## config.mk

```make
export PLATFORM = sky130hd
export DESIGN_NAME = tmon_cmd_responder_flat
export DESIGN_NICKNAME = d
export VERILOG_FILES = /design/src/rtl/tmon_cmd_if.sv /design/src/rtl/tmon_cmd_responder.sv /design/src/flat_wrapper.sv
export SDC_FILE = /design/constraint.sdc
export NUM_CORES = 1
export LEC_CHECK = 0
export ABC_CLOCK_PERIOD_IN_PS = 5300
export BUFFER_PORTS_ARGS = -buffer_cell sky130_fd_sc_hd__buf_2
export CORE_MARGIN = 2
export CORE_UTILIZATION = 45
export CTS_BUF_LIST = sky130_fd_sc_hd__clkbuf_8 sky130_fd_sc_hd__clkbuf_16
export CTS_CLUSTER_DIAMETER = 30
export DETAILED_ROUTE_END_ITERATION = 16
export PLACE_DENSITY = 0.57
export SYNTH_ARGS = -nofsm -noshare
export SYNTH_HDL_FRONTEND = slang
export SYNTH_SLANG_ARGS = --single-unit
```

## constraint.sdc

```tcl
create_clock -name clk -period 5.3 [get_ports clk]
set_input_delay 0.265 -clock clk [delete_from_list [all_inputs] [get_ports clk]]
set_output_delay 0.265 -clock clk [all_outputs]
set_load 0.01 [all_outputs]
```

## src/rtl/tmon_cmd_if.sv

```systemverilog
// Command/response channel between a temperature-monitor host and its responder.
// The host uses the master modport and the responder uses the slave modport.
interface tmon_cmd_if;
  logic       cmd_valid;
  logic       cmd_ready;
  logic [3:0] cmd_op;
  logic [7:0] cmd_data;
  logic       rsp_valid;
  logic       rsp_ready;
  logic [3:0] rsp_op;
  logic [7:0] rsp_data;

  modport master (
    output cmd_valid, cmd_op, cmd_data, rsp_ready,
    input  cmd_ready, rsp_valid, rsp_op, rsp_data
  );

  modport slave (
    input  cmd_valid, cmd_op, cmd_data, rsp_ready,
    output cmd_ready, rsp_valid, rsp_op, rsp_data
  );
endinterface

```

## src/rtl/tmon_cmd_responder.sv

```systemverilog
// Temperature-monitor responder: executes TMOB_OP commands, samples the sensor and tracks statistics.
// Define TMON_ALARM_LATCH_EN to make the first non-OK status sticky until a RESET op or rst.
module tmon_cmd_responder #(
  parameter int unsigned PRESCALE   = 16,
  parameter logic [7:0]  PERIOD_RST = 8'd10,
  parameter logic [7:0]  HIGH_RST   = 8'd80,
  parameter logic [7:0]  LOW_RST    = 8'd10,
  parameter int unsigned AVG_LOG2   = 3
) (
  input  logic       clk,
  input  logic       rst,
  tmon_cmd_if.slave  cmd_bus,
  input  logic       i_sensor_valid,
  input  logic [7:0] i_sensor_data,
  output logic       o_sample_req,
  output logic [1:0] o_status
);

  localparam int unsigned PW    = (PRESCALE > 1) ? $clog2(PRESCALE) : 1;
  localparam int unsigned DEPTH = 2 ** AVG_LOG2;
  localparam int unsigned SW    = 8 + AVG_LOG2;

  localparam logic [3:0] OP_RESET = 4'h0;
  localparam logic [3:0] OP_FRQ   = 4'h1;
  localparam logic [3:0] OP_HIGH  = 4'h2;
  localparam logic [3:0] OP_LOW   = 4'h3;
  localparam logic [3:0] OP_NOOP  = 4'h8;

  localparam logic [1:0] ST_OK   = 2'd0;
  localparam logic [1:0] ST_LOW  = 2'd1;
  localparam logic [1:0] ST_HIGH = 2'd2;

  typedef enum logic [1:0] {C_IDLE, C_EXEC, C_RESP} cmd_state_t;
  typedef enum logic       {S_IDLE, S_WAIT} smp_state_t;

  cmd_state_t    r_cstate, w_cnext;
  smp_state_t    r_sstate, w_snext;
  logic [3:0]    r_op;
  logic [7:0]    r_arg;
  logic [3:0]    r_rsp_op;
  logic [7:0]    r_rsp_data;
  logic [7:0]    r_period, r_high, r_low;
  logic [PW-1:0] r_pre;
  logic [7:0]    r_pcnt;
  logic          r_sample_req;
  logic [7:0]    r_max, r_min, r_last;
  logic [7:0]    r_ring [DEPTH];
  logic [SW-1:0] r_sum;
  logic [AVG_LOG2-1:0] r_wp;
  logic [1:0]    r_status, r_stat_new;
  logic          r_stat_pend;

  logic       w_accept, w_exec, w_do_reset, w_do_frq, w_do_high, w_do_low, w_do_out;
  logic       w_pre_tc, w_per_tc, w_tc, w_req_c, w_capture;
  logic [7:0] w_avg, w_out_val;
  logic [1:0] w_cmp;

  assign w_accept   = cmd_bus.cmd_valid && (r_cstate == C_IDLE);
  assign w_exec     = (r_cstate == C_EXEC) && !r_op[3];
  assign w_do_reset = w_exec && (r_op == OP_RESET);
  assign w_do_frq   = w_exec && (r_op == OP_FRQ);
  assign w_do_high  = w_exec && (r_op == OP_HIGH);
  assign w_do_low   = w_exec && (r_op == OP_LOW);
  assign w_do_out   = w_exec && r_op[2];

  assign w_avg = r_sum[SW-1 -: 8];
  assign w_cmp = (i_sensor_data > r_high) ? ST_HIGH :
                 (i_sensor_data < r_low)  ? ST_LOW  : ST_OK;

  // Command FSM next state
  always_comb begin
    w_cnext = r_cstate;
    case (r_cstate)
      C_IDLE:  if (cmd_bus.cmd_valid) w_cnext = C_EXEC;
      C_EXEC:  w_cnext = w_do_out ? C_RESP : C_IDLE;
      C_RESP:  if (cmd_bus.rsp_ready) w_cnext = C_IDLE;
      default: w_cnext = C_IDLE;
    endcase
  end

  always_comb begin
    w_out_val = r_max;
    case (r_op[1:0])
      2'd0:    w_out_val = r_max;
      2'd1:    w_out_val = r_min;
      2'd2:    w_out_val = r_last;
      default: w_out_val = w_avg;
    endcase
  end

  always_ff @(posedge clk or posedge rst) begin
    if (rst) begin
      r_cstate   <= C_IDLE;
      r_op       <= OP_NOOP;
      r_arg      <= '0;
      r_rsp_op   <= OP_NOOP;
      r_rsp_data <= '0;
    end else begin
      r_cstate <= w_cnext;
      if (w_accept) begin
        r_op  <= cmd_bus.cmd_op;
        r_arg <= cmd_bus.cmd_data;
      end
      if (w_do_out) begin
        r_rsp_op   <= r_op;
        r_rsp_data <= w_out_val;
      end
    end
  end

  always_ff @(posedge clk or posedge rst) begin
    if (rst) begin
      r_period <= PERIOD_RST;
      r_high   <= HIGH_RST;
      r_low    <= LOW_RST;
    end else begin
      if (w_do_frq)  r_period <= r_arg;
      if (w_do_high) r_high   <= r_arg;
      if (w_do_low)  r_low    <= r_arg;
    end
  end

  // Sample-rate timebase: PRESCALE clocks per unit, r_period units per request
  assign w_pre_tc = (r_pre == PW'(PRESCALE - 1));
  assign w_per_tc = (r_pcnt == (r_period - 8'd1));
  assign w_tc     = (r_period != 8'd0) && w_pre_tc && w_per_tc;

  always_ff @(posedge clk or posedge rst) begin
    if (rst) begin
      r_pre  <= '0;
      r_pcnt <= '0;
    end else if (w_do_frq || (r_period == 8'd0)) begin
      r_pre  <= '0;
      r_pcnt <= '0;
    end else if (w_pre_tc) begin
      r_pre  <= '0;
      r_pcnt <= w_per_tc ? 8'd0 : (r_pcnt + 8'd1);
    end else begin
      r_pre <= r_pre + PW'(1);
    end
  end

  // Sampler FSM; a terminal count while waiting is dropped
  always_comb begin
    w_snext = r_sstate;
    w_req_c = 1'b0;
    case (r_sstate)
      S_IDLE: if (w_tc) begin
        w_snext = S_WAIT;
        w_req_c = 1'b1;
      end
      S_WAIT:  if (i_sensor_valid) w_snext = S_IDLE;
      default: w_snext = S_IDLE;
    endcase
  end

  always_ff @(posedge clk or posedge rst) begin
    if (rst) begin
      r_sstate     <= S_IDLE;
      r_sample_req <= 1'b0;
    end else begin
      r_sstate     <= w_snext;
      r_sample_req <= w_req_c;
    end
  end

  // A RESET op in EXEC discards a sample arriving in the same cycle
  assign w_capture = (r_sstate == S_WAIT) && i_sensor_valid && !w_do_reset;

  always_ff @(posedge clk or posedge rst) begin
    if (rst) begin
      r_max  <= 8'h00;
      r_min  <= 8'hFF;
      r_last <= 8'h00;
      r_sum  <= '0;
      r_wp   <= '0;
      for (int unsigned i = 0; i < DEPTH; i++) r_ring[i] <= 8'h00;
    end else if (w_do_reset) begin
      r_max  <= 8'h00;
      r_min  <= 8'hFF;
      r_last <= 8'h00;
      r_sum  <= '0;
      r_wp   <= '0;
      for (int unsigned i = 0; i < DEPTH; i++) r_ring[i] <= 8'h00;
    end else if (w_capture) begin
      r_last <= i_sensor_data;
      if (i_sensor_data > r_max) r_max <= i_sensor_data;
      if (i_sensor_data < r_min) r_min <= i_sensor_data;
      r_ring[r_wp] <= i_sensor_data;
      r_sum        <= r_sum - SW'(r_ring[r_wp]) + SW'(i_sensor_data);
      r_wp         <= r_wp + AVG_LOG2'(1);
    end
  end

  // Compare uses thresholds at capture time; status lands one cycle later
  always_ff @(posedge clk or posedge rst) begin
    if (rst) begin
      r_status    <= ST_OK;
      r_stat_new  <= ST_OK;
      r_stat_pend <= 1'b0;
    end else if (w_do_reset) begin
      r_status    <= ST_OK;
      r_stat_new  <= ST_OK;
      r_stat_pend <= 1'b0;
    end else begin
      r_stat_pend <= w_capture;
      if (w_capture) r_stat_new <= w_cmp;
      if (r_stat_pend) begin
`ifdef TMON_ALARM_LATCH_EN
        if (r_status == ST_OK) r_status <= r_stat_new;
`else
        r_status <= r_stat_new;
`endif
      end
    end
  end

  assign cmd_bus.cmd_ready = (r_cstate == C_IDLE);
  assign cmd_bus.rsp_valid = (r_cstate == C_RESP);
  assign cmd_bus.rsp_op    = r_rsp_op;
  assign cmd_bus.rsp_data  = r_rsp_data;
  assign o_sample_req      = r_sample_req;
  assign o_status          = r_status;

endmodule

```

## src/flat_wrapper.sv

```systemverilog
// flat-port wrapper written by rule: the top's interface ports become plain ports
module tmon_cmd_responder_flat 
#(
  parameter int unsigned PRESCALE   = 16,
  parameter logic [7:0]  PERIOD_RST = 8'd10,
  parameter logic [7:0]  HIGH_RST   = 8'd80,
  parameter logic [7:0]  LOW_RST    = 8'd10,
  parameter int unsigned AVG_LOG2   = 3
)
  (clk, rst, i_sensor_valid, i_sensor_data, o_sample_req, o_status, cmd_bus_cmd_valid, cmd_bus_cmd_op, cmd_bus_cmd_data, cmd_bus_rsp_ready, cmd_bus_cmd_ready, cmd_bus_rsp_valid, cmd_bus_rsp_op, cmd_bus_rsp_data);
  tmon_cmd_if cmd_bus_i ();
  input  logic clk;
  input  logic rst;
  input  logic i_sensor_valid;
  input  logic [7:0] i_sensor_data;
  output logic o_sample_req;
  output logic [1:0] o_status;
  input wire logic [$bits(cmd_bus_i.cmd_valid)-1:0] cmd_bus_cmd_valid;
  input wire logic [$bits(cmd_bus_i.cmd_op)-1:0] cmd_bus_cmd_op;
  input wire logic [$bits(cmd_bus_i.cmd_data)-1:0] cmd_bus_cmd_data;
  input wire logic [$bits(cmd_bus_i.rsp_ready)-1:0] cmd_bus_rsp_ready;
  output wire logic [$bits(cmd_bus_i.cmd_ready)-1:0] cmd_bus_cmd_ready;
  output wire logic [$bits(cmd_bus_i.rsp_valid)-1:0] cmd_bus_rsp_valid;
  output wire logic [$bits(cmd_bus_i.rsp_op)-1:0] cmd_bus_rsp_op;
  output wire logic [$bits(cmd_bus_i.rsp_data)-1:0] cmd_bus_rsp_data;
  assign cmd_bus_i.cmd_valid = cmd_bus_cmd_valid;
  assign cmd_bus_i.cmd_op = cmd_bus_cmd_op;
  assign cmd_bus_i.cmd_data = cmd_bus_cmd_data;
  assign cmd_bus_i.rsp_ready = cmd_bus_rsp_ready;
  assign cmd_bus_cmd_ready = cmd_bus_i.cmd_ready;
  assign cmd_bus_rsp_valid = cmd_bus_i.rsp_valid;
  assign cmd_bus_rsp_op = cmd_bus_i.rsp_op;
  assign cmd_bus_rsp_data = cmd_bus_i.rsp_data;
  tmon_cmd_responder #(.PRESCALE(PRESCALE), .PERIOD_RST(PERIOD_RST), .HIGH_RST(HIGH_RST), .LOW_RST(LOW_RST), .AVG_LOG2(AVG_LOG2)) u_core (.clk(clk), .rst(rst), .cmd_bus(cmd_bus_i), .i_sensor_valid(i_sensor_valid), .i_sensor_data(i_sensor_data), .o_sample_req(o_sample_req), .o_status(o_status));
endmodule
```

== Yosys cells after proc, flatten, opt, wreduce, memory -nomap -nowiden ==
Cells that the tools add are included.

* Register bits after elaboration: 171
* Bits of input ports: 25
* Output and inout port bits: 17
* Word-level logic and storage cells: 122

* $add $sub $neg: 6
* $lt $le $gt $ge: 6
* Equal/unequal tests: 11
* Mux-type cells: 41
* Bitwise gates (word level): 2
* Reduce and logical (&&, ||, !) cells: 28

{| class="wikitable"
|+ Operators with widths
! cell !! number
|-
| 64-bit 2-to-1 mux || 2
|-
| 8-bit 2-to-1 mux || 14
|-
| 64-bit bitwise mux || 1
|-
| 8-bit binary-select mux with 3-bit select || 1
|-
| 8-bit demux with 3-bit select || 1
|-
| 8-bit one-hot mux with 3 select lines || 1
|-
| 11-bit 2-to-1 mux || 2
|-
| 8-bit > comparator || 2
|-
| 8-bit less-than comparator || 2
|-
| 2-bit 2-to-1 mux || 8
|-
| 1-bit logical AND || 12
|-
| 11-bit by 8-bit adder with 11-bit output || 1
|-
| 11-bit by 8-bit subtractor with 11-bit output || 1
|-
| 2-bit nonzero test || 5
|-
| 8-bit by 1-bit adder with 8-bit output, second input constant || 1
|-
| 4-bit by 2-bit == test with 1-bit output, second input constant || 2
|-
| 8-bit == test || 1
|-
| 8-bit logical NOT || 1
|-
| 4-bit 2-to-1 mux || 2
|-
| 8-bit nonzero test || 1
|-
| 8-bit by 1-bit subtractor with 8-bit output, second input constant || 1
|-
| 3-bit 2-to-1 mux || 2
|-
| 2-bit one-hot mux with 3 select lines || 1
|-
| 2-bit AND reduction || 3
|-
| other kinds (17) || 26
|}

== Logic depth before layout (Yosys ltp) ==
Gate-level depths: netlist of the first run.

* Depth in word-level cells: 8
* Mapped depth: 17
* Depth with buffers taken out: 15

== Least setup slack after synthesis of the first run ==
Ideal clock, no wire load.

* Path type: reg2reg
* Start point: reg u_core.r_wp[1]
* End point: reg u_core.r_sum[8]
* Setup time: 69 ps
* Arrival: 3523 ps
* Data required time: 5231 ps
* Setup slack: 1708 ps
* Stages on the path, launching flop included: 15
* Path buffers: 1
* Clock period less this slack: 3592 ps
* Cell sequence: dfrtp_1 buf_1 nor2b_1 a221oi_1 a21oi_1 a311o_1 fa_1 inv_1 ha_1 nor2b_1 o31ai_1 a21oi_1 o21a_1 or3_1 nand3_1

* Word-level cells in the longest chain between the ends: 8

{| class="wikitable"
|+ RTL lines
! element !! RTL line !! text
|-
| from (decl) || tmon_cmd_responder.sv:49 || <nowiki>logic [AVG_LOG2-1:0] r_wp;</nowiki>
|-
| from (signal assigned) || tmon_cmd_responder.sv:191 || <nowiki>r_wp <= r_wp + AVG_LOG2'(1);</nowiki>
|-
| 3-bit inverter with 4-bit output (implied by the code) || tmon_cmd_responder.sv:190 || <nowiki>r_sum <= r_sum - SW'(r_ring[r_wp]) + SW'(i_sensor_data);</nowiki>
|-
| 8-bit binary-select mux with 3-bit select || tmon_cmd_responder.sv:190 ||
|-
| 8-bit 2-to-1 mux (implied by the code) (2 in series) || tmon_cmd_responder.sv:190 ||
|-
| 11-bit by 8-bit subtractor with 11-bit output || tmon_cmd_responder.sv:190 ||
|-
| 11-bit by 8-bit adder with 11-bit output || tmon_cmd_responder.sv:190 ||
|-
| 11-bit 2-to-1 mux || tmon_cmd_responder.sv:185 || <nowiki>end else if (w_capture) begin</nowiki>
|-
| 11-bit 2-to-1 mux || tmon_cmd_responder.sv:178 || <nowiki>end else if (w_do_reset) begin</nowiki>
|-
| to (signal assigned) || tmon_cmd_responder.sv:190 ||
|-
| to (decl) || tmon_cmd_responder.sv:48 || <nowiki>logic [SW-1:0] r_sum;</nowiki>
|}

No other way between the ends. The select of a mux whose other input is x is not followed.
A chain may end at the register's enable or synchronous reset.

== Worst setup path in the final report of the first run ==
* Start point: reg u_core.r_wp[0]
* End point: reg u_core.r_sum[10]

Same word-level chain as after synthesis.

==> impl_summary.md, run 1 <==
Worst setup path
The setup path with the least slack is of type reg2reg. The critical register-to-register path endpoint is u_core.r_sum[10]$_DFFE_PP0P_. The critical path required time is 5620 ps. In this run the worst path has a maximum fanout of 20. The data arrival time of the critical path is 4360 ps.

STA classifies the critical path startpoint as a register. The worst setup slack for register-to-register paths is about 1300 ps. The startpoint identified for the worst register-to-register timing path is u_core.r_wp[0]$_DFFE_PP0P_. The count of cells along the worst register-to-register path is 12.

STA classifies the critical path endpoint as a register.

Placed design
After detailed placement, the design holds a cell count of 1212. The detailed-placement wirelength estimate is approximately 15 mm. At the end of routability-driven placement, the weighted congestion stood at slightly below 0.9. The number of port buffers is 41.

Detailed routing
Using the TritonRoute via totals, the vias-per-cell ratio works out to approximately 5.4. The detailed-routing iteration count for the pre-antenna-repair pass is 5. After detailed routing, the number of remaining DRC violations is 0. The post-route antenna net violation count is 0. The routed layout has between 6000 and 7000 vias. The number of violations reported at the end of detailed-routing iteration 0 is about 390. In the final routed layout, each cell accounts on average for between 15 and 20 um. The final layout contains routed wiring with a total length of between 20 and 25 mm.

Timing
The actual transition at the worst max-transition pin is 1040 ps. The final number of max-transition violations is 0. On the final layout, the worst clock skew is ~13 ps.

Setup violations remaining at the end of the flow were counted as 0. The final worst-path cycle share is 76.1%. The smallest clock period supported by the final layout is computed as between 4000 and 5000 ps.

The highest attainable clock frequency is between 0.2 and 0.25 GHz. Final hold analysis gives a worst-case slack of 67.2 ps. Adding up every negative setup slack in the final design gives 0 ps. Setup repair after global routing left no endpoint under its margin.

The count of final hold-check violations is 0. The relative slew slack is 30.8%.

Logic synthesis
In the post-synthesis netlist, the biggest area contributors are sky130_fd_sc_hd__dfrtp_1, sky130_fd_sc_hd__mux2i_1, sky130_fd_sc_hd__ha_1, sky130_fd_sc_hd__mux2_2, sky130_fd_sc_hd__nor2_1. The flop and latch count out of synthesis is 171. The synthesized netlist occupies a cell area of roughly 9500 um2. After synthesis, the share of flip-flops with an asynchronous set or reset is between 90% and 100%. The post-synthesis cell type with the largest combined area is sky130_fd_sc_hd__dfrtp_1. A synthesized cell averages 10.1 um2. The share of the synthesized area in the top cell type is 41.0%. In this run, synthesis inferred 0 flip-flops with an integrated enable. Synthesis produced a netlist with a net count of a little over 1000. The share of the Yosys chip area taken by registers is around 45%. The prevailing post-synth register cell is sky130_fd_sc_hd__dfrtp_1. The Yosys step of the flow raised 0 warnings. The netlist uses 69 different library cells. The number of instances in the synthesized netlist is approximately 940.

Global routing
Across every metal layer, demand over resource in global routing totals 21.8%. The first global-routing pass estimated about 37 mm of wire. The number of global-route vias before repair is about 6600.

Entering global routing, the biggest net connects around 90 pins. The total overflow reported by the global router is 0. The initial antenna violation count is 0.

Pwr
The design draws ~5.4 mW. The total power density per cell area is about 510 nW/um2. The reported leakage power is between 5 and 6 nW. Across the VDD grid, the largest voltage drop is 0.206 mV.

Layout
Leaving out fill and tap cells, the most frequent cells in the layout are sky130_fd_sc_hd__dfrtp_1, sky130_fd_sc_hd__nor2_1, sky130_fd_sc_hd__inv_1, sky130_fd_sc_hd__nand2_1, sky130_fd_sc_hd__mux2i_1. Leaving out filler cells and counting taps, the final layout contains about 1200. Compared with the post-synthesis result, the final layout area differs by 11.6%. The diode insertion count for antenna repair is 0. Of the cells placed in the final design, the portion with a size suffix greater than 1 is between 10% and 20%. The most common library cell in the layout ignoring fill and taps is sky130_fd_sc_hd__dfrtp_1.

In the final design database the tool counted 1035 nets. The utilization after layout is between 50% and 60%.

CTS
Clock tree synthesis selected as its root buffer the cell sky130_fd_sc_hd__clkbuf_16. No sink is reached through more buffers than the 2 on the longest clock path. TritonCTS built the clock tree. The later pin in the worst-skew pair is clocked with a latency of 430 ps. In this run, CTS created clock tree buffers numbering 17. The number of levels the H-tree was split into is 4. The clock slew at the register clock pins of the worst setup and hold paths is around 70 ps. The clock sink count is between 150 and 200.

Hold path
The endpoint of the worst hold-timing path is u_core.r_arg[0]$_DFFE_PP0P_. The type of the tightest min-delay check is in2reg. The worst hold path passes through 2 cells.

The launch point of the worst hold path is cmd_bus_cmd_data[0].

Floorplan
The initial utilization of the core area, before any placement, comes to 45.5%. The number of placement rows is 53. Measured along the x axis, the die boundary spans between 100 and 150 um.

The number of top-level design ports is 42. The total area inside the core boundary comes to approximately 21000 um2. The die is 149 um tall. The die covers roughly 22000 um2.

Job
The tool flagged a number of max-cap violations equal to 0.

Outcome
The run finished with clean final reports.
-- layer usage --
layer,global-route usage [%],wire length [um],share of wire (%)
met4,6.05,347,1.5
met2,35.0,11000,48
met1,30.4,10900,48
met5,0,0,0
met3,4.01,676,2.9
-- critical path, stage by stage, from the launching register on --
cell,delay (ps)
sky130_fd_sc_hd__dfrtp_1,840
sky130_fd_sc_hd__buf_4,320
sky130_fd_sc_hd__nor2b_1,260
sky130_fd_sc_hd__a22oi_1,140
sky130_fd_sc_hd__o221ai_1,280
sky130_fd_sc_hd__fa_1,520
sky130_fd_sc_hd__fa_1,450
sky130_fd_sc_hd__nor2b_1,210
sky130_fd_sc_hd__o31ai_1,160
sky130_fd_sc_hd__a211oi_1,290
sky130_fd_sc_hd__mux2i_1,260
sky130_fd_sc_hd__nor3_1,70
sky130_fd_sc_hd__nand2b_1,140
-- timing repair --
| item | 4_1_cts | 5_1_grt |
|---|---|---|
| gates resized for setup | 0 | 0 |
| hold buffers | 1 | 0 |
| hold endpoints to repair | 48 | 0 |
| buffers inserted | 0 | 0 |
-- flip-flops by register name, indices dropped and copies added (netlist names), 4 cells and up --
register / cells
u_core.cmd_bus.rsp_data: 8
u_core.r_min: 8
u_core.r_sum: 11
u_core.r_op: 4
u_core.cmd_bus.rsp_op: 4
u_core.r_high: 8
u_core.r_pre: 4
u_core.r_arg: 8
u_core.r_low: 8
u_core.r_ring: 64
u_core.r_last: 8
u_core.r_period: 8
u_core.r_max: 8
u_core.r_pcnt: 8
-- final cells by class --
class                           count  area, um2
Sequential cell                   171       4300
Clock inverter                     13        175
Tap cell                          275        344
Multi-Input combinational cell    642       4710
Inverter                           70        268
Clock buffer                       19        453
Timing Repair Buffer               55        325
Fill cell                        1914      10300
-- logic make-up (layout without fill, tap and decap cells) --
kind of cell / count (synthesis) / in the layout / synth area share (%)
AO/OA/AOI/OAI: 145 / 145 / 10.2
adder cells (fa/ha/maj): 53 / 53 / 7.64
flip-flops: 171 / 171 / 45.4
XOR/XNOR: 22 / 22 / 2.04
AND/OR/NAND/NOR: 300 / 300 / 14.5
buffers and inverters: 122 / 157 / 5.02
multiplexers: 122 / 122 / 15.2
-- power breakdown --
group / leakage [nW] / internal, mW / switching [mW]
sequential: 2.22 / 1.67 / 0.353
combinational: 2.47 / 0.952 / 1.04
clock: 0.312 / 0.811 / 0.532
total: 5.00 / 3.44 / 1.93
-- metrics by stage --
stage	setup slack (ps)	instance area (um2)
final	1260	10600
after global routing	967	10600
after CTS	1280	10600
after detailed placement	1290	9930
after global placement	1380	9930
after floorplan	430	9470
-- cells in the mapped netlist (all sizes together), types with 11 or more instances --
library cell  count
dfrtp           155
nor2            128
inv              70
nand2            70
mux2i            57
mux2             53
a21oi            52
ha               45
nand3            37
clkbuf           30
o21ai            25
buf              22
dfstp            16
mux4             12
xor2             12
nor2b            11
nor3             11
-- how the worst max path moves through the flow --
| stage | from | slack, ps | end | cells past startpoint |
|---|---|---|---|---|
| global route | u_core.r_wp[0]$_DFFE_PP0P_ | 970 | u_core.r_sum[10]$_DFFE_PP0P_ | 12 |
| floorplan | rst | 430 | u_core.cmd_bus.rsp_data[0]$_DFFE_PP0P_ | 1 |
| CTS | u_core.r_wp[0]$_DFFE_PP0P_ | 1280 | u_core.r_sum[10]$_DFFE_PP0P_ | 12 |
| global placement | u_core.r_wp[0]$_DFFE_PP0P_ | 1380 | u_core.r_sum[10]$_DFFE_PP0P_ | 12 |
| detailed placement | u_core.r_wp[0]$_DFFE_PP0P_ | 1290 | u_core.r_sum[10]$_DFFE_PP0P_ | 12 |
| finish | u_core.r_wp[0]$_DFFE_PP0P_ | 1260 | u_core.r_sum[10]$_DFFE_PP0P_ | 12 |
Note: power is estimated with default switching activity, not from simulation.
==> inputs of run 2 (changes only) <==
ABC_AREA = 1   (was default)
ABC_CLOCK_PERIOD_IN_PS = 3800   (was 5300)
clock period = 3.8 ns   (was 5.3 ns; I/O delays follow)
==> run 2 against run 1 <==
Effect of this change:
- the flow now finishes with violations (negative hold slack)
- sequential share of layout area increased by 1.6 points
- cell count up 9.2%
- worst setup slack lost 810 ps
- global-route usage barely moved
- sequential power increased by 28%
- fmax up 21%
- power rose by 33%
- first-iteration DRC count rose by 29%
- die area shrank 4.9%
- clock-buffer cell count is 1 lower
- critical endpoint is now u_core.r_sum[6]$_DFFE_PP0P_
==> impl_summary.md, run 2 <==
Pwr
The part of the total power dissipated in sequential elements is a little over a third. The total power density per cell area is 699 nW/um2. Combinational logic is responsible for a little under two fifths of the overall power. In this run the static leakage power is approximately 5 nW.

Per report_power, the clock group accounts for approximately a quarter of the total. The switching portion of total power is roughly two fifths. The reported net switching power is roughly 2.8 mW. The worst-case IR drop observed on VDD is roughly 0.33 mV. The internal cell power is roughly 4.3 mW.

Placed design
The placed instances occupy a cell area of around 9400 um2. The number of port buffers is 41. After legalization and detailed placement, the total HPWL measured 15.1 mm. Including well taps, the total number of placed cells is 1315.

The final weighted congestion in routability-driven placement is about 0.83.

Detailed routing
The vias per cell is a little over 5. After detailed routing, the average wire length per cell comes to 16.1 um. The pre-antenna-repair detailed-routing pass consisted of 5 iterations. Wires add up to about 22 mm. The DRC violations left is 0. The post-route antenna net violation count is 0.

The number of violations reported at the end of detailed-routing iteration 0 is between 500 and 600. The via total after detailed routing is 6990.

Layout
Once layout is complete, the utilization of the core stands at between 50% and 60%. The number of nets in the finished design is between 1000 and 1500. For this run, the number of standard cells in the final layout without fillers is ~1400.

The filler cells instantiated in the layout total 1913. From synthesis to final layout, the design area changed by 13.1%. The area occupied by registers is approximately 4300 um2. Leaving out fill and tap cells, the most frequent cell in the layout is sky130_fd_sc_hd__nand2_1. The number of antenna diodes in the final layout is 0. Summing all multi-input logic gate instances after layout gives ~3800 um2. Summing all non-filler instances in the final layout gives an area of roughly 10000 um2. In the final layout, the share of cells above drive strength 1 is 12.2%. In the final layout, the registers with the most flip-flops are u_core.r_ring (64), u_core.r_sum (11).

Ranked by flip-flop count, first place goes to u_core.r_ring. The number of flip-flops under the largest register name is 64. In the layout the commonest cells are sky130_fd_sc_hd__nand2_1, sky130_fd_sc_hd__inv_1, sky130_fd_sc_hd__dfrtp_1, sky130_fd_sc_hd__o22ai_1, sky130_fd_sc_hd__o21ai_0.

Logic synthesis
The synthesized design contains 171 register bits. The mapped netlist covers ~9000 um2. The sequential element share of the synthesized area is 47.8%. The largest total area in the synthesized netlist belongs to sky130_fd_sc_hd__dfrtp_1. The dominant cell by count in the synthesized netlist is sky130_fd_sc_hd__nand2_1.

After synthesis, the netlist uses 45 different library cells. Yosys attributes the largest share of cell area to sky130_fd_sc_hd__dfrtp_1, sky130_fd_sc_hd__nand2_1, sky130_fd_sc_hd__inv_1, sky130_fd_sc_hd__o22ai_1, sky130_fd_sc_hd__ha_1. The number of nets in the synthesized netlist is around 1100.

The most used flip-flop cell after synthesis is sky130_fd_sc_hd__dfrtp_1. The per-instance average area after synthesis is 8.71 um2. The share of flip-flops with an asynchronous set or reset is between 90% and 100%.

The Yosys step of the flow raised 0 warnings. The number of instances in the synthesized netlist is about 1000. The number of synthesized flops with an enable pin is 0. Counting instances in the post-synthesis netlist gives the leading cell types as sky130_fd_sc_hd__nand2_1, sky130_fd_sc_hd__inv_1, sky130_fd_sc_hd__dfrtp_1. Summed over its instances, the top area cell type makes up 43.1% of the synthesized netlist area.

Worst setup path
Data on the critical path arrives at its endpoint at 3680 ps. Walking the worst path, the cells encountered are inv_1, nand3_2, o22ai_1, nor2_1, o211ai_1, fa_1, inv_1, ha_1, a21oi_1, o21ai_0, a21o_1, o21ai_0, nand2_1. The worst setup path is captured at a register.

For this run, the slowest stage of the critical path takes between 500 and 600 ps. The worst register-to-register path has a setup slack of 450 ps. Counting both buffers and inverters, the worst setup path holds a total of 2.

The critical path required time is between 4000 and 5000 ps. The worst register-to-register path has a depth of 13. The worst setup path is launched from a register. The critical register-to-register path endpoint is u_core.r_sum[6]$_DFFE_PP0P_. The cell depth of the worst setup path is 13. The launch point of the worst path is u_core.r_wp[0]$_DFFE_PP0P_. The startpoint-to-endpoint class of the critical path is reg2reg. The top cell family by delay on the critical path is compound AO/OA/AOI/OAI gates. The highest fanout seen on the critical path is 17.

The startpoint of the worst-slack reg-to-reg timing path is u_core.r_wp[0]$_DFFE_PP0P_. The slowest cell on the critical path is sky130_fd_sc_hd__dfrtp_1.

Hold path
The path class of the tightest hold or removal check is in2async.

CTS
The clock slew at the register clock pins of the worst setup and hold paths is approximately 70 ps. The clock sink count is approximately 170. In this run the deepest clock path goes through 2 buffers. The number of hold buffers added after cts is 12. The root buffer selected by CTS is sky130_fd_sc_hd__clkbuf_16. After clock tree synthesis, the repair step resized 0 gates.

TritonCTS built the clock tree. The number of levels the H-tree was split into is 4. The total clock buffers created by CTS is 17. The number of buffers inserted to repair setup after CTS is 0.

The clock insertion delay at the later pin of the skew report is roughly 440 ps.

Timing
The count of final hold-check violations is 4. The final worst-path cycle share is between 80% and 90%. The relative slew slack is a little over a third.

At the pin with the least slew margin, the transition time is 975 ps. Setup repair after global routing left no endpoint under its margin. Setup violations remaining at the end of the flow were counted as 0. Static timing analysis puts the maximum clock frequency at 0.299 GHz.

The worst hold slack across all endpoints is -16.5 ps. The final setup TNS is 0 ps. The final number of max-transition violations was 0. The clock period could shrink to around 3300 ps. The largest clock skew in the final design is 13.3 ps.

Outcome
The run finished, with violations left. The checks that failed: negative hold slack.

Floorplan
The number of placement rows is a little over 50. The width of the die is around 150 um. For this configuration, the core starts out at a cell density of ~46%. During I/O placement, the number of pins put on the boundary was 42.

The vertical extent of the die is 145 um. The die area is roughly 21000 um2. The area of the placeable core is around 20000 um2.

Global routing
The combined global-route utilization of all metal layers is 21.8%. The initial antenna violation count came to 0. The number of global-route vias before repair is 6776. The maximum number of pins on one net before global-route repair is between 150 and 200. The first global-routing pass estimated 36.6 mm of wire. Summed over all layers, the global routing overflow is 0.

Job
The tool flagged a number of max-cap violations equal to 0.
-- run 2: cell count changes after synthesis, moves of 23 or more --
cell	delta
sky130_fd_sc_hd__clkbuf_1	-23
sky130_fd_sc_hd__mux2i_1	-57
sky130_fd_sc_hd__inv_1	+119
sky130_fd_sc_hd__o21ai_0	+42
sky130_fd_sc_hd__nor2_1	-77
sky130_fd_sc_hd__nand2_1	+124
sky130_fd_sc_hd__mux2_2	-45
sky130_fd_sc_hd__o22ai_1	+93
-- run 2: cell families (layout without fill, tap and decap cells) --
| kind of cell | count (synthesis) | in the layout | synth area share (%) |
|---|---|---|---|
| XOR/XNOR | 17 | 17 | 1.66 |
| flip-flops | 171 | 171 | 47.8 |
| AO/OA/AOI/OAI | 239 | 239 | 15.7 |
| buffers and inverters | 220 | 282 | 9.67 |
| AND/OR/NAND/NOR | 332 | 332 | 17.1 |
| adder cells (fa/ha/maj) | 53 | 53 | 8.04 |
-- run 2: layout make-up --
class,instances,share of cell area (%)
Tap cell,265,3.26
Multi-Input combinational cell,641,37.6
Clock inverter,14,1.75
Timing Repair Buffer,56,3.54
Inverter,194,7.22
Sequential cell,171,42.3
Clock buffer,18,4.32
-- run 2: worst max path at each step --
stage,to,slack [ps]
floorplan,u_core.r_sum[9]$_DFFE_PP0P_,950
finish,u_core.r_sum[6]$_DFFE_PP0P_,450
global placement,u_core.r_sum[9]$_DFFE_PP0P_,470
global route,u_core.r_sum[9]$_DFFE_PP0P_,160
detailed placement,u_core.r_sum[9]$_DFFE_PP0P_,480
CTS,u_core.r_sum[9]$_DFFE_PP0P_,490
-- run 2: through the flow --
step                      setup WS (ps)  power, mW
final                               452       7.11
after global routing                156       7.72
after CTS                           489       7.16
after detailed placement            477       5.29
after global placement              470       5.25
after floorplan                     946       4.62
-- run 2: power groups by stage --
stage / registers [mW] / logic [mW] / clock network [mW]
finish: 2.60 / 2.68 / 1.83
global route: 2.65 / 3.11 / 1.95
CTS: 2.59 / 2.69 / 1.87
detailed placement: 2.63 / 2.66 / 0
global placement: 2.62 / 2.64 / 0
floorplan: 2.55 / 2.08 / 0
-- run 2: worst min-delay path, stage by stage --
cell and delay, ps:
sky130_fd_sc_hd__buf_2 110, sky130_fd_sc_hd__clkinvlp_4 70, sky130_fd_sc_hd__buf_12 580
-- run 2: metal layers --
metal	routed length [um]	up-vias	part of all wire [%]	GRT usage [%]
met5	0	-	0	0
li1	-	3514	-	-
met4	332	0	1.5	5.74
met1	10800	3336	49	32.5
met3	744	22	3.4	3.54
met2	10100	118	46	33.3
==> inputs of run 3 (changes only) <==
CORE_MARGIN = default   (was 2)
==> run 3 against run 2 <==
Effect of this change:
- the run still ends with negative hold slack left
- wire length up 1.3%
- clock skew fell by 1.1 ps
- die area down 2.7%
- critical endpoint is now u_core.r_sum[8]$_DFFE_PP0P_
==> impl_summary.md, run 3 (synthesis results as in run 2) <==
Layout
The register bank with the most flops is u_core.r_ring. The diode insertion count for antenna repair is 0. Once layout is complete, the utilization of the core stands at about 52%. The library cells used most frequently in the layout, excluding fill and tap cells, are sky130_fd_sc_hd__nand2_1, sky130_fd_sc_hd__inv_1, sky130_fd_sc_hd__dfrtp_1, sky130_fd_sc_hd__o22ai_1, sky130_fd_sc_hd__o21ai_0.

The fraction of layout cells with a size suffix above 1 is roughly an eighth. The count of cells in the finished layout, fillers not included, comes to between 1000 and 1500. After routing the design area is between 10000 and 15000 um2. The multi-input combinational cell area is approximately 3800 um2. In the final layout, the registers with the most flip-flops are u_core.r_ring (64), u_core.r_sum (11).

The layout-stage area growth over the synthesis result is 13.0%. The number of fill cells in the layout is between 1500 and 2000. The number of nets in the finished design is 1161.

The register with the most flip-flops in the layout has between 60 and 70 of them. The area occupied by registers is roughly 4300 um2. The library cell used most frequently in the layout, excluding fill and tap cells, is sky130_fd_sc_hd__nand2_1.

Timing
The final number of max-transition violations is 0. The largest clock skew in the final design is between 10 and 15 ps. The worst path needs 3340 ps of the cycle, external delays included. The final setup TNS is 0 ps. The relative slew slack is between 30% and 40%. The count of final hold-check violations is 1. Setup repair after global routing left no endpoint under its margin. The actual transition at the worst max-transition pin is around 1000 ps.

Setup violations remaining at the end of the flow were counted as 0. On the final layout, the worst hold slack is -7.50 ps. Setup slack on the critical path of the routed design comes to about 460 ps. The highest attainable clock frequency is approximately 0.30 GHz. After layout, the worst path uses slightly below 90% of the clock period.

Detailed routing
The vias per cell is 5.19. Wires add up to 22.2 mm. The pre-antenna-repair detailed-routing pass consisted of 5 iterations.

The post-route antenna net violation count is 0. For this block, the initial DRC count from the detailed router was between 500 and 600. The via total after detailed routing is around 7100.

After detailed routing, the average wire length per cell comes to between 15 and 20 um. The DRC violations left is 0.

CTS
The root buffer cell chosen for the clock tree is sky130_fd_sc_hd__clkbuf_16. The maximum buffer depth of the clock tree is 2. Once the clock tree was built, the setup fixing pass inserted 0 buffers. The number of levels the H-tree was split into is 4. In this run, post-CTS repair resized a total of 0 instances. After clock tree synthesis, the clock-pin slew on the worst setup and hold paths is about 80 ps. The clock sink count is about 170.

The clock tree from TritonCTS is built. The total clock buffers created by CTS is 17. At the later pin of the worst-skew pair, clock insertion delay measures around 440 ps.

Global routing
The total overflow reported by the global router is 0. Global routing used 3.30% of the available met3 tracks. In the global route stage, overall resource usage came out at around 23%. The maximum number of pins on one net before global-route repair is around 170. After global routing, the most crowded layer is met2. The initial antenna violation count was 0. The number of global-route vias before repair is between 6000 and 7000. The met2 capacity usage during global routing is 36.4%. The first-pass GRT wire length is between 30 and 40 mm.

The global-route track usage on met1 is between 30% and 40%.

Worst setup path
The startpoint of the worst-slack reg-to-reg timing path is u_core.r_wp[1]$_DFFE_PP0P_. The startpoint-to-endpoint class of the critical path is reg2reg. STA puts the critical path data required time at 4110 ps. The most numerous cell type found on the critical path is sky130_fd_sc_hd__nand2_1. The largest incremental delay on the critical path is roughly 530 ps. The element type at the critical path start is a register. The count of cells along the worst register-to-register path is 14.

For the worst setup path, the data arrival time is between 3000 and 4000 ps. The type of element capturing the critical path is a register. Of all nets on the critical path, the largest fanout is 17. The critical register-to-register path endpoint is u_core.r_sum[8]$_DFFE_PP0P_. The setup check on the worst reg-to-reg path leaves a slack of around 460 ps.

The slowest cell on the critical path is sky130_fd_sc_hd__fa_1. Traced cell by cell, the critical path runs through inv_1, nand3_2, o22ai_1, nor2_1, o2111ai_1, fa_1, fa_1, inv_1, nand3_1, nand2_1, nand2_1, nand2_1, xor2_1, o22ai_1.

Placed design
At the end of routability-driven placement, the weighted congestion stood at 0.877. The detailed-placement wirelength estimate is roughly 15 mm. In this run the cell area measured after placement is 9430 um2.

In this run, placement finished with an instance count of roughly 1300. The number of port buffers is 41. The pre-CTS setup slack is around 500 ps.

Floorplan
The number of placement rows is between 50 and 60. The die is 143 um tall. The area of the placeable core is 19500 um2.

The number of top-level design ports is between 40 and 50. The floorplan step defined a die boundary enclosing between 20000 and 25000 um2. Once the floorplan was initialized, standard cells occupied 46.1% of the core. The die is approximately 140 um wide.

Outcome
The flow ran to the end, but the final reports show violations. The final reports fail on negative hold slack.

Pwr
For this design the ratio of total power to cell area is around 690 nW/um2. IR analysis of the VDD net gives a maximum drop of between 0.3 and 0.4 mV. Summed over all cells, the static leakage comes to between 4 and 5 nW. The total power draw is around 7 mW.

Hold path
The min-delay analysis places its worst path in the category in2async.

Job
Across the run, the number of max-cap violations was 0.
## run 3: repair_timing
action                                  in CTS  in global routing
endpoints found under the hold margin       14                  0
endpoints found under the setup margin       0                  0
hold buffers                                14                  0
## run 3: area by class of cell
cell class              instances  area share [%]
flip-flops and latches        171            42.3
well taps                     265            3.26
inverters                     194            7.23
clock buffers                  17            4.19
clock inverters                15            1.66
repair buffers                 58            3.74
multi-input cells             641            37.6
## run 3: worst max path at each step
stage                                           from                           to  depth (start not counted)
after CTS                 u_core.r_wp[1]$_DFFE_PP0P_  u_core.r_sum[8]$_DFFE_PP0P_                         14
after global placement    u_core.r_wp[0]$_DFFE_PP0P_  u_core.r_sum[9]$_DFFE_PP0P_                         15
final                     u_core.r_wp[1]$_DFFE_PP0P_  u_core.r_sum[8]$_DFFE_PP0P_                         14
after detailed placement  u_core.r_wp[1]$_DFFE_PP0P_  u_core.r_sum[8]$_DFFE_PP0P_                         14
after floorplan           u_core.r_wp[1]$_DFFE_PP0P_  u_core.r_sum[9]$_DFFE_PP0P_                         17
after global routing      u_core.r_wp[0]$_DFFE_PP0P_  u_core.r_sum[9]$_DFFE_PP0P_                         16
## run 3: critical path, delay by kind of cell, from the launching register on
family          cells  cell delay (ps)
buf+inv             2              330
simple gates        6              740
compound gates      3              530
xor+xnor            1              140
fa+ha+maj           2              990
flops               1              490
## run 3: routing by layer
metal / share of wire (%) / vias up
li1: - / 3526
met1: 49 / 3358
met2: 46 / 158
met3: 4.1 / 26
met4: 1.6 / 0
met5: 0 / -
## run 3: where the power goes
group	internal (mW)	switching, mW	total [mW]
clock network	0.943	0.836	1.78
registers	2.29	0.303	2.59
logic	0.974	1.71	2.68
